[config.mk]
export PLATFORM = sky130hd
export DESIGN_NAME = seg7_mux_driver
export DESIGN_NICKNAME = d
export VERILOG_FILES = /design/src/rtl/seg7_mux_driver.sv
export SDC_FILE = /design/constraint.sdc
export NUM_CORES = 1
export LEC_CHECK = 0
export BUFFER_PORTS_ARGS = -buffer_cell sky130_fd_sc_hd__buf_2
export CAP_MARGIN = 20
export CORE_MARGIN = 8
export CORE_UTILIZATION = 59
export DETAILED_ROUTE_END_ITERATION = 10
export HOLD_SLACK_MARGIN = 0.02
export PLACE_DENSITY = 0.89
export SETUP_SLACK_MARGIN = 0.05
export SYNTH_ARGS = -nofsm -noshare
export SYNTH_HDL_FRONTEND = slang
export SYNTH_SLANG_ARGS = --single-unit
[constraint.sdc]
create_clock -name clk -period 2.2 [get_ports clk]
set_input_delay 0.11 -clock clk [delete_from_list [all_inputs] [get_ports clk]]
set_output_delay 0.11 -clock clk [all_outputs]
set_load 0.02 [all_outputs]
[src/rtl/seg7_mux_driver.sv]
// Two-digit multiplexed 7-segment driver: converts a 0-100 roll result to
// decimal by repeated subtraction and time-multiplexes the digits onto one bus.
module seg7_mux_driver #(
  parameter int REFRESH_DIV = 1024
) (
  input  logic       clk,
  input  logic       rst_n,
  input  logic [6:0] value,
  input  logic       load,
  input  logic       blank,
  input  logic       seg_pol,
  input  logic       com_pol,
  output logic [7:0] seg,
  output logic [1:0] com,
  output logic [1:0] com_oe,
  output logic       busy
);

  typedef enum logic {IDLE, CONV} state_t;

  localparam logic [15:0] LP_LAST = 16'(REFRESH_DIV - 1);

  state_t      r_state;
  logic [6:0]  r_work;
  logic [3:0]  r_tens_acc;
  logic        r_hund_acc;
  logic [3:0]  r_ones_q;
  logic [3:0]  r_tens_q;
  logic        r_hund_q;
  logic        r_shown;
  logic        r_busy;
  logic [15:0] r_cnt;
  logic        r_sel;

  logic        w_tens_on;
  logic        w_en_ones;
  logic        w_en_tens;
  logic [3:0]  w_digit;
  logic [6:0]  w_pat;

  function automatic logic [6:0] f_font(input logic [3:0] d);
    case (d)
      4'd0:    f_font = 7'b0111111;
      4'd1:    f_font = 7'b0000110;
      4'd2:    f_font = 7'b1011011;
      4'd3:    f_font = 7'b1001111;
      4'd4:    f_font = 7'b1100110;
      4'd5:    f_font = 7'b1101101;
      4'd6:    f_font = 7'b1111101;
      4'd7:    f_font = 7'b0000111;
      4'd8:    f_font = 7'b1111111;
      4'd9:    f_font = 7'b1101111;
      default: f_font = 7'b0000000;
    endcase
  endfunction

  // Conversion FSM; display registers only move on the CONV exit step so the
  // previous result stays visible while a new one is being converted.
  always_ff @(posedge clk or negedge rst_n) begin
    if (!rst_n) begin
      r_state    <= IDLE;
      r_work     <= '0;
      r_tens_acc <= '0;
      r_hund_acc <= 1'b0;
      r_ones_q   <= '0;
      r_tens_q   <= '0;
      r_hund_q   <= 1'b0;
      r_shown    <= 1'b0;
      r_busy     <= 1'b0;
    end else begin
      case (r_state)
        IDLE: begin
          if (load) begin
            r_work     <= value;
            r_tens_acc <= '0;
            r_hund_acc <= 1'b0;
            r_busy     <= 1'b1;
            r_state    <= CONV;
          end
        end
        CONV: begin
          if (r_work >= 7'd100) begin
            r_work     <= r_work - 7'd100;
            r_hund_acc <= 1'b1;
          end else if (r_work >= 7'd10) begin
            r_work     <= r_work - 7'd10;
            r_tens_acc <= r_tens_acc + 4'd1;
          end else begin
            r_ones_q <= r_work[3:0];
            r_tens_q <= r_tens_acc;
            r_hund_q <= r_hund_acc;
            r_shown  <= 1'b1;
            r_busy   <= 1'b0;
            r_state  <= IDLE;
          end
        end
        default: begin
          r_busy  <= 1'b0;
          r_state <= IDLE;
        end
      endcase
    end
  end

  // Free-running refresh counter; each digit phase lasts REFRESH_DIV cycles.
  always_ff @(posedge clk or negedge rst_n) begin
    if (!rst_n) begin
      r_cnt <= '0;
      r_sel <= 1'b0;
    end else if (r_cnt == LP_LAST) begin
      r_cnt <= '0;
      r_sel <= ~r_sel;
    end else begin
      r_cnt <= r_cnt + 16'd1;
    end
  end

  // The hundred flag keeps "00" visible for 100, where the tens count is zero.
  assign w_tens_on = (r_tens_q != 4'd0) || r_hund_q;
  assign w_en_ones = ~r_sel & r_shown & ~blank;
  assign w_en_tens = r_sel & r_shown & ~blank & w_tens_on;
  assign w_digit   = r_sel ? r_tens_q : r_ones_q;
  assign w_pat     = f_font(w_digit);

  assign seg    = (w_en_ones | w_en_tens) ? {~seg_pol, w_pat ~^ {7{seg_pol}}}
                                          : {8{~seg_pol}};
  assign com    = {(w_en_tens ? com_pol : ~com_pol), (w_en_ones ? com_pol : ~com_pol)};
  assign com_oe = 2'b11;
  assign busy   = r_busy;

endmodule
==> results_dict.tcl <==
set metrics [dict create \
    status "complete, no violations" \
    power_mw 3.998 \
    synthCells 243 \
    final_cell_mix "40 x dfrtp_1, 17 x nor2_1, 16 x buf_2, 16 x buf_4" \
    finalHoldViolations 0 \
    arrival_ns 2.06 \
    antenna_cells 0 \
    vias 2018 \
    slew_violations 0 \
    layout_setup_ws_ns 0.03056 \
    drv_cap 0 \
    htree_num_levels 2 \
    worstPathRequired_ns 2.09 \
    p_leak_nw 1.340 \
    synth_area_per_cell_um2 10.35 \
    post-place-ws_ns 0.2314 \
    syn-cell-area_um2 2516 \
    fillers 288 \
    final.min_clock_period_ns 2.169 \
    min_path_type "in -> reg" \
    core_area_um2 4058 \
    synth-seq-area-share_pct 40.78 \
    viasPerCell 6.097 \
    post-dp-hpwl_mm 3.819 \
    start_kind "flip-flop" \
    crit_fanout 6 \
    synth_top_area_cell "dfrtp_1" \
    pwr_density_cell_nw_per_um2 1358 \
    cts_tree "done" \
    hold_ws_ns 0.05313 \
    multi_input_area_um2 1429 \
    area_delta_synth_final_pct 17.01 \
    tns_ns 0 \
    setup_viol 0 \
    grt_pass1_wl_mm 9.252 \
    drc 0 \
    cts_buffers 5 \
    finalWirelength_mm 5.677 \
    fmax_ghz 0.4609 \
    synthArstFlopShare_pct 100.0 \
    grt_overflow 0 \
    tightest_slew_ns 0.8781 \
    drive_above_1_share_pct 22.42 \
    grt_pass1_vias 2010 \
    io_pins 26 \
    ys_ff_latch 41 \
    grt_use_total_pct 17.64 \
    clk_latency_ns 0.30 \
    layout.cells.non_filler 331 \
    synth_area_leaders "dfrtp_1 41%, ha_1 6.0%, xnor2_1 4.9%" \
    regArea_um2 1027 \
    start_util_pct 62.01 \
    antenna_left 0 \
    yosysTopAreaCellShare_pct 40.78 \
    fin_worst_skew_ns 0.01173 \
    synth-edff-count 0 \
    place_area_um2 2693 \
    synthFlopType "dfrtp_1" \
    post-route-period-util_pct 98.61 \
    crit_path_end_kind "output pin" \
    dr.pass1.iters 5 \
    dp.cells 316 \
    rsz0062_at_grt "yes" \
    ctsRootBufferMaster "clkbuf_8" \
    ir_worst_vdd_v 0.0009407 \
    rows 23 \
    routabilityCongestion 0.9679 \
    clock_sinks 41 \
    grt_max_degree 42 \
    ys_types 62 \
    max-clock-path-buffers 2 \
    mostFrequentLayoutCell "dfrtp_1" \
    nets 305 \
    fin_util_pct 72.56 \
    path_clk_slew_ns 0.08 \
    die_w_um 81.31 \
    io_buffers 23 \
    die_h_um 81.31 \
    dr.first_iter.drc_count 109 \
    antenna_found_initial 0 \
    path_class "reg -> out" \
    relSlewSlack_pct 41.46 \
    fin_area_um2 2944 \
    die_area_um2 6611 \
    wl_per_cell_um 17.15 \
    yosys_warnings 0 \
]
==> synth_stat cells, types with 2 or more instances <==
cell and number:
o21ai_0 6, xor2_1 9, nor3_1 6, mux2i_1 8, and2_1 2, nand2b_1 4
inv_2 2, nand4_1 5, mux2_1 10, o21ai_1 2, mux2_2 2, inv_1 13
nor2b_1 3, nand3_1 11, dfrtp_1 41, nor2_1 18, and4_1 2, xnor2_1 14
ha_1 12, and3_1 3, a22oi_1 2, buf_4 3, nand3b_1 3, o211ai_1 5
nand2_1 14, a21oi_1 7
==> sequential cells by signal (all words and copies together) (netlist names) <==
name / count
r_work: 7
r_hund_acc: 1
r_state: 1
r_tens_acc: 4
r_shown: 1
r_cnt: 16
busy: 1
r_tens_q: 4
r_hund_q: 1
r_sel: 1
r_ones_q: 4
==> routing by layer <==
| metal | global-route usage [%] | up-vias | part of all wire (%) |
|---|---|---|---|
| li1 | - | 938 | - |
| met1 | 21.07 | 993 | 41 |
| met2 | 30.07 | 80 | 51 |
| met3 | 4.194 | 7 | 6.9 |
| met4 | 6.429 | 0 | 1.4 |
| met5 | 0 | - | 0 |
==> report_power, final <==
part           leakage (nW)  internal [mW]  switching, mW
Clock                0.0687          0.457          0.280
Combinational         0.766          0.919           1.09
Sequential            0.506          0.976          0.274
==> worst max-delay path, cell delays in order (launching register included) <==
cell and delay [ns]:
dfrtp_2 0.47, buf_6 0.16, mux2_4 0.35, o21ai_4 0.26, o211ai_1 0.15, xnor2_1 0.21
buf_4 0.17
==> worst paths after layout <==
kind	start	end	slack (ns)	cells past startpoint
max in group asynchronous	rst_n	r_sel	1.13	2
min reg2reg	r_cnt[15]	r_cnt[15]	0.49	1
max reg2reg	r_work[3]	r_work[1]	0.26	5
max	r_sel	seg[6]	0.03	6
min	value[4]	r_work[4]	0.05	3
min in group asynchronous	rst_n	r_cnt[7]	0.46	2
==> cell type report <==
class,instances,share of cell area (%)
clock buffers,5,2.337
clock inverters,3,2.337
inverters,15,1.912
multi-input cells,182,48.53
flip-flops and latches,41,34.89
well taps,50,2.125
repair buffers,35,7.862
==> kinds of logic (layout without fill, tap and decap cells) <==
logic type | Yosys count | count (layout) | synth area share (%)
flip-flops | 41 | 41 | 40.78
multiplexers | 22 | 22 | 10.04
XOR/XNOR | 23 | 23 | 8.006
buffers and inverters | 21 | 58 | 3.928
AND/OR/NAND/NOR | 81 | 81 | 17.40
other | 1 | 2 | 0.1490
adder cells (fa/ha/maj) | 12 | 12 | 5.967
AO/OA/AOI/OAI | 42 | 42 | 13.73
==> repair_timing <==
item	4_1_cts	5_1_grt
hold buffers	2	0
gates cloned	0	0
pin swaps	0	4
resized for setup	4	13
buffers inserted	1	4
setup endpoints to repair	6	7
endpoints found under the hold margin	42	0
(Power assumes the default switching activity.)
